`src/rtl/key_debouncer_pkg.sv`:
```
// ---------------------------------------------------------------------------
// key_debouncer_pkg
//   Shared types and constants for the push-button debouncer.
//   - deb_state_t : 2-bit debounce FSM state encoding
//   - SYNC_STAGES : number of flops in the pad synchroniser
// ---------------------------------------------------------------------------
package key_debouncer_pkg;

  typedef enum logic [1:0] {
    RELEASED     = 2'd0,
    PRESS_PEND   = 2'd1,
    PRESSED      = 2'd2,
    RELEASE_PEND = 2'd3
  } deb_state_t;

  localparam int SYNC_STAGES = 2;

endpackage : key_debouncer_pkg

```
`src/rtl/key_debouncer_sync_2ff.sv`:
```
// ---------------------------------------------------------------------------
// sync_2ff
//   Generic 1-bit two-flop synchroniser for asynchronous pad inputs.
//   Parameters:
//     RESET_VALUE : level both flops take while rst is high
//   Ports:
//     clk  in  destination clock
//     rst  in  synchronous, active-high reset
//     d    in  asynchronous input
//     q    out synchronised output (SYNC_STAGES cycles of latency)
// ---------------------------------------------------------------------------
module sync_2ff
  import key_debouncer_pkg::*;
#(
  parameter logic RESET_VALUE = 1'b0
) (
  input  logic clk,
  input  logic rst,
  input  logic d,
  output logic q
);

  logic [SYNC_STAGES-1:0] stage_reg;

  always_ff @(posedge clk) begin
    if (rst) begin
      stage_reg <= {SYNC_STAGES{RESET_VALUE}};
    end else begin
      stage_reg <= {stage_reg[SYNC_STAGES-2:0], d};
    end
  end

  assign q = stage_reg[SYNC_STAGES-1];

endmodule : sync_2ff

```
`src/rtl/key_debouncer.sv`:
```
// ---------------------------------------------------------------------------
// key_debouncer
//   Synchronises the raw push-button pin and filters contact bounce with a
//   four-state FSM, producing a clean level plus press/release strobes.
//
//   Optional feature macro: KEY_DEBOUNCER_LONG_PRESS_EN
//     defined   -> hold counter drives a one-shot long_press strobe
//     undefined -> long_press tied low, LONG_CYCLES has no effect
//
//   Parameters:
//     DEBOUNCE_CYCLES : stable samples needed to accept a change (>= 2)
//     ACTIVE_LOW      : 1 = pin low means pressed
//     LONG_CYCLES     : hold time for long_press (feature builds only)
//   Ports:
//     clk            in  board clock
//     rst            in  synchronous, active-high reset
//     key            in  raw asynchronous pin
//     pressed        out debounced level, 1 = held
//     press_pulse    out one-cycle strobe on accepted press
//     release_pulse  out one-cycle strobe on accepted release
//     long_press     out one-cycle strobe at long-press threshold
// ---------------------------------------------------------------------------
module key_debouncer
  import key_debouncer_pkg::*;
#(
  parameter int DEBOUNCE_CYCLES = 270000,
  parameter bit ACTIVE_LOW      = 1'b1,
  parameter int LONG_CYCLES     = 27000000
) (
  input  logic clk,
  input  logic rst,
  input  logic key,
  output logic pressed,
  output logic press_pulse,
  output logic release_pulse,
  output logic long_press
);

  localparam int CNT_W = $clog2(DEBOUNCE_CYCLES);
  // The state-entry sample already counts as the first stable one, so the
  // counter only has to cover the remaining DEBOUNCE_CYCLES-1 samples.
  localparam logic [CNT_W-1:0] CNT_LAST = CNT_W'(DEBOUNCE_CYCLES - 2);
  localparam logic [CNT_W-1:0] CNT_MAX  = {CNT_W{1'b1}};

  logic       key_norm;
  logic       key_s;
  deb_state_t state_reg;
  logic [CNT_W-1:0] cnt_reg;

  // Normalise polarity before the synchroniser so key_s is always 1 = pressed.
  assign key_norm = ACTIVE_LOW ? ~key : key;

  sync_2ff #(
    .RESET_VALUE (1'b0)
  ) u_sync (
    .clk (clk),
    .rst (rst),
    .d   (key_norm),
    .q   (key_s)
  );

  always_ff @(posedge clk) begin
    if (rst) begin
      state_reg     <= RELEASED;
      cnt_reg       <= '0;
      pressed       <= 1'b0;
      press_pulse   <= 1'b0;
      release_pulse <= 1'b0;
    end else begin
      press_pulse   <= 1'b0;
      release_pulse <= 1'b0;
      case (state_reg)
        RELEASED: begin
          if (key_s) begin
            state_reg <= PRESS_PEND;
            cnt_reg   <= '0;
          end
        end
        PRESS_PEND: begin
          if (!key_s) begin
            state_reg <= RELEASED;
          end else if (cnt_reg == CNT_LAST) begin
            state_reg   <= PRESSED;
            pressed     <= 1'b1;
            press_pulse <= 1'b1;
          end else if (cnt_reg != CNT_MAX) begin
            cnt_reg <= cnt_reg + 1'b1;
          end
        end
        PRESSED: begin
          if (!key_s) begin
            state_reg <= RELEASE_PEND;
            cnt_reg   <= '0;
          end
        end
        RELEASE_PEND: begin
          // pressed stays 1 here: a release is not believed until it is stable.
          if (key_s) begin
            state_reg <= PRESSED;
          end else if (cnt_reg == CNT_LAST) begin
            state_reg     <= RELEASED;
            pressed       <= 1'b0;
            release_pulse <= 1'b1;
          end else if (cnt_reg != CNT_MAX) begin
            cnt_reg <= cnt_reg + 1'b1;
          end
        end
        default: begin
          state_reg <= RELEASED;
        end
      endcase
    end
  end

`ifdef KEY_DEBOUNCER_LONG_PRESS_EN
  localparam int HOLD_W = $clog2(LONG_CYCLES + 1);
  localparam logic [HOLD_W-1:0] HOLD_MAX = HOLD_W'(LONG_CYCLES);

  logic [HOLD_W-1:0] hold_cnt_reg;
  logic              enter_pressed;

  // Same condition that raises press_pulse; only a fresh press restarts the
  // hold time, bounces that fall back from RELEASE_PEND do not.
  assign enter_pressed = (state_reg == PRESS_PEND) && key_s && (cnt_reg == CNT_LAST);

  always_ff @(posedge clk) begin
    if (rst) begin
      hold_cnt_reg <= '0;
      long_press   <= 1'b0;
    end else begin
      long_press <= 1'b0;
      if (enter_pressed) begin
        hold_cnt_reg <= '0;
      end else if (pressed && (hold_cnt_reg != HOLD_MAX)) begin
        hold_cnt_reg <= hold_cnt_reg + 1'b1;
        // Saturation at HOLD_MAX guarantees this fires only once per hold.
        long_press   <= (hold_cnt_reg == HOLD_MAX - 1'b1);
      end
    end
  end
`else
  // Always false; referencing LONG_CYCLES keeps the parameter visibly consumed.
  assign long_press = (LONG_CYCLES < 0);
`endif

endmodule : key_debouncer
```
`config.mk`:
```
export PLATFORM = sky130hd
export DESIGN_NAME = key_debouncer
export DESIGN_NICKNAME = d
export VERILOG_FILES = /design/src/rtl/key_debouncer_pkg.sv /design/src/rtl/key_debouncer_sync_2ff.sv /design/src/rtl/key_debouncer.sv
export SDC_FILE = /design/constraint.sdc
export NUM_CORES = 1
export LEC_CHECK = 0
export ABC_AREA = 1
export BUFFER_PORTS_ARGS = -buffer_cell sky130_fd_sc_hd__buf_4
export CAP_MARGIN = 30
export CORE_MARGIN = 1.5
export CORE_UTILIZATION = 31
export CTS_BUF_LIST = sky130_fd_sc_hd__clkbuf_4 sky130_fd_sc_hd__clkbuf_8
export CTS_CLUSTER_DIAMETER = 60
export DETAILED_ROUTE_END_ITERATION = 10
export GPL_ROUTABILITY_DRIVEN = 0
export GPL_TIMING_DRIVEN = 0
export PLACE_DENSITY = 0.56
export SLEW_MARGIN = 20
export SYNTH_ARGS = -nofsm -noshare
export SYNTH_HDL_FRONTEND = slang
export SYNTH_SLANG_ARGS = --single-unit
```
`constraint.sdc`:
```
create_clock -name clk -period 2.1 [get_ports clk]
set_input_delay 0.21 -clock clk [delete_from_list [all_inputs] [get_ports clk]]
set_output_delay 0.21 -clock clk [all_outputs]
set_load 0.01 [all_outputs]
```
; After elaboration in Yosys (flattened, before gate mapping)
; Index checks and enable logic that the tools add are counted.
[word_totals]
inputBits = 3
elab_cells = 51
output_inout_bits = 4
reg_bits = 26
[op_classes]
n_reduce_logical = 7
eq_ne = 13
add_sub_neg = 1
n_mux = 20
bitwise = 4
[ops]
columns = cell, count
row1 = $mux 19, 6
row2 = $pmux 19 s4, 1
row3 = $add 19x1->19 const B, 1
row4 = $eq 19x19->1 const B, 1
row5 = $ne 19x19->1 const B, 1
row6 = $mux 2, 6
row7 = $ne 2x2->1 const B, 4
row8 = $pmux 2 s4, 1
row9 = $reduce_and 4->1, 2
row10 = $reduce_or 3->1, 2
row11 = $mux 1, 5
row12 = $reduce_and 5->1, 1
row13 = $eq 2x2->1 const B, 2
row14 = $ne 2x1->1 const B, 2
row15 = $not 1->1, 4
row16 = $ne 3x2->1 const B, 1
row17 = $ne 3x3->1 const B, 1
row18 = $eq 2x1->1 const B, 1
row19 = $logic_not 2->1, 1
row20 = $pmux 1 s2, 1
row21 = $reduce_bool 2->1, 1

; Depth between registers and ports, before layout
[logic_depth]
depth_word = 5
depth_mapped = 12
ltp_nobuf = 12

; Hierarchy
; A second synthesis with hierarchy kept.
[unflattened]
cells_unflattened = 288
hier_area_um2 = 1702.9
[by_module_without_submodules]
columns = module, instances, seq_area_each_um2, cells_each, area_per_inst_um2
row1 = key_debouncer, 1, 480.5, 282, 1647.8
row2 = sync_2ff, 1, 40.0, 6, 55.1

; Worst setup path before layout
; OpenSTA, ideal clock, no wires.
[synth_path]
path_type = register -> register
start = register cnt_reg[0]
end = register cnt_reg[17]
required_ns = 1.987
arrival_time_ns = 1.544
slack_ns = 0.443
synth_period_minus_slack_ns = 1.657
path_buffers = 1
setup_ns = 0.113
stages_incl_launch_ff = 12
path_cell_list = dfxtp_1 > ha_1 > inv_1 > nor2_8 > nand2_4 > nor2_4 > nand4_4 > nand2_4 > buf_12 > nand2_1 > nand2_1 > nor2_1
[synth_between]
elab_chain_len = 5
elab_cells_between_ends = 8
classes_between = add/sub: 1 / eq/ne: 2 / mux: 5
[synth_lines]
columns = element, line
row1 = from (decl), key_debouncer.sv:48  ; logic [CNT_W-1:0] cnt_reg;
row2 = from (signal assigned), key_debouncer.sv:87  ; cnt_reg <= cnt_reg + 1'b1;
row3 = from (signal assigned), key_debouncer.sv:105  ; cnt_reg <= cnt_reg + 1'b1;
row4 = $add 19x1->19 / $ne 19x19->1 (equally long branches), --
row5 = $mux 19, "key_debouncer.sv:86, key_debouncer.sv:104"
row6 = $mux 19 *, key_debouncer.sv:82  ; end else if (cnt_reg == CNT_LAST) begin
row7 = "$mux 19, on equally long branches", "key_debouncer.sv:98, key_debouncer.sv:80"
row8 = $pmux 19 s4 *, key_debouncer.sv:72  ; case (state_reg)
; Mark *: on every way between the ends. The rest lies on a longest branch, timed or not. The select of a mux whose other input is x is not followed.
; A chain may end at the register's enable or synchronous reset.

; Worst setup path in the final report
; Same ends and word-level chain as after synthesis.

==> metrics.txt <==
crit end category=flop; run status=complete, no violations; # fillers=~580; area grow syn2layout=9.95%; crit-path max FO=10; Final Critical Period=1.88 ns; crit start category=flop; Setup CP Type=reg2reg; Clock Pin Slew Worst Setup and Hold Paths=0.09 ns; slew at the pin with the worst max-slew slack=0.591 ns; WP data arrival=2.06 ns; vias=1,592; CP max stage cell=dfxtp_1; Pint=approximately 0.65 mW; Setup-failing EPs final=0; Post-CTS Setup Bufs=0; Mapped Nets=279; max reg flops=19; num ports=7; top-area cell type share of the netlist area=roughly 31%; n_diodes=0; CP peak stage delay=0.43 ns; NumNets Final=between 200 and 300; synthesized flop and latch total=26; total CTS buffers=3; setup TNS=0 ns; Synth warnings=0; maxcap violations=0; Max Freq=~0.53 GHz; core region area=between 5000 and 6000 um^2; Cells after Synth=roughly 270; Hold/Removal Path Class=in2reg; CTS root buffer=clkbuf_8; DP HPWL=3000 um; Slew Limit Fails=0; die span in x=between 70 and 80 um; Synth area leaders=dfxtp_1, nand2_1, nor2_1; Clock Tree Buf Depth=2; fin util=35.9%; Post-Syn Area=1700 um^2; CTS tree=done; final wirelength=3930 um; Final period util=89.6%; die footprint=approximately 5900 um^2; CP cell instances=ha_2 -> inv_1 -> nor2_8 -> nand2_4 -> nor2_4 -> nand4_4 -> nand2_4 -> buf_12 -> nand2_1 -> nand2_1 -> nor2_1; VDD IR-drop max=0.000240 V; number of global-route vias before repair=between 1,000 and 1,500; Seq pwr share=between 50% and 60%; Switch Pwr=0.210 mW; Clock power frac=approximately a third; Comb pwr share=7.7%; register area share after synthesis=30.7%; critical path required time=approximately 2.3 ns; Worst-Skew Late Latency=around 0.27 ns; unrepaired setup endpoints after global routing=no; initial antenna violation count=0; R2R Setup Slk=0.22 ns; largest net degree at the start of global routing=14; row count=26; clock skew=0.0103 ns; max-slew headroom at the worst pin=60.6%; ANT nets after route=0; area leader, netlist=dfxtp_1; Yosys cell types=28; total grt overflow=0; LEAKAGE=between 0.8 and 0.9 nW; Residual DRC=0; DR pass1 iterations=4; vias per inst=approximately 4.5; Initial DRC Count=roughly 110; Clock Sinks=26; initial core utilization=32.6%; Mean Syn Cell Area=6.20 um^2; htree depth=1; first-pass GRT wire length=6460 um; PostCTS Resize Cnt=0; GRT Util Overall=13.8%; Fin. Hold Viols=0; sw frac=around a quarter; Power Density=462 nW/um^2; ratio of cells with drive above 1 in the final layout=11.0%; Hold-fix buffers, CTS=0; Port Buffer Count=5; WL per Instance=11.2 um; die height=around 77 um
path summary, 6_finish.rpt:
path	depth (start not counted)	from	to
worst min register to register	2	u_sync.stage_reg[0]	u_sync.stage_reg[1]
worst max register to register	11	cnt_reg[0]	cnt_reg[17]
worst max-delay path	11	cnt_reg[0]	cnt_reg[17]
worst min-delay path	2	key	u_sync.stage_reg[0]
cells by family (layout without fill, tap and decap cells):
group	count (synthesis)	count (layout)	share of synthesized area (%)
and+or+nand+nor	178	178	48.0
buffers and inverters	47	55	12.5
DFF	26	26	30.7
AOI/OAI and AO/OA	20	20	7.15
adders and majority gates	2	2	1.47
other	1	1	0.221
cells in the mapped netlist:
| library cell | n |
|---|---|
| nor2_2 | 1 |
| nor3b_1 | 1 |
| nor2_4 | 3 |
| nand4_1 | 3 |
| nand2_2 | 2 |
| nand3_1 | 33 |
| o31ai_1 | 1 |
| nor4_1 | 1 |
| dfxtp_1 | 26 |
| inv_2 | 1 |
| clkbuf_2 | 1 |
| clkbuf_1 | 3 |
| nor3_1 | 4 |
| buf_12 | 1 |
| o21ai_0 | 7 |
| a21oi_2 | 5 |
| inv_1 | 38 |
| nand2_4 | 3 |
| nor2_1 | 52 |
| o21ai_1 | 3 |
| a21oi_1 | 4 |
| nand4_4 | 1 |
| ha_1 | 2 |
| conb_1 | 1 |
| nand2_1 | 73 |
| buf_4 | 1 |
| buf_6 | 2 |
| nor2_8 | 1 |
metal layers:
| metal | routed length (um) | up-vias | global-route usage [%] |
|---|---|---|---|
| met1 | 2040 | 696 | 19.4 |
| met4 | 68 | 0 | 4.91 |
| met5 | 0 | - | 0 |
| li1 | - | 867 | - |
| met2 | 1700 | 22 | 21.2 |
| met3 | 114 | 7 | 1.90 |
area by class of cell:
class | count | area (um^2) | area share, %
sequential | 26 | 520 | 27.9
clock buffer | 3 | 41.3 | 2.21
tap | 70 | 87.6 | 4.69
multi-input combinational | 201 | 967 | 51.8
inverter | 39 | 146 | 7.84
buffer | 8 | 66.3 | 3.55
timing repair buffer | 5 | 37.5 | 2.01
stage by stage:
stage                     hold slack (ns)  power, mW  worst slack [ns]  cell area (um^2)  std cells
after floorplan                     0.277      0.568             0.443              1700        274
after global placement              0.361      0.587             0.184              1820        349
after detailed placement            0.363      0.587             0.188              1820        349
after CTS                          0.0719      0.873             0.176              1860        352
after global routing               0.0663      0.907            0.0663              1870        352
final                              0.0794      0.863             0.218              1870        352
power by group through the flow:
stage | Combinational [mW] | Sequential [mW] | Clock (mW)
after floorplan | 0.0497 | 0.519 | 0
after global routing | 0.0749 | 0.511 | 0.321
final | 0.0661 | 0.509 | 0.288
after detailed placement | 0.0664 | 0.521 | 0
after global placement | 0.0663 | 0.521 | 0
after CTS | 0.0666 | 0.509 | 0.297
critical path: cells and delay by family (launching register included):
kind,cells,cell delay [ns]
adder cells (fa/ha/maj),1,0.26
buffers and inverters,2,0.25
flip-flops,1,0.43
AND/OR/NAND/NOR,8,0.83
placed cells by master (no fill, tap or decap), drive strengths merged, types with 2 or more instances in the layout:
| cell | Yosys | routed |
|---|---|---|
| nand3 | 33 | 33 |
| dfxtp | 26 | 26 |
| nand4 | 4 | 4 |
| nand2 | 78 | 78 |
| nor3 | 4 | 4 |
| o21ai | 10 | 10 |
| inv | 39 | 39 |
| a21oi | 9 | 9 |
| nor2 | 57 | 57 |
| ha | 2 | 2 |
| buf | 4 | 9 |
| clkbuf | 4 | 7 |
(Power assumes the default switching activity.)
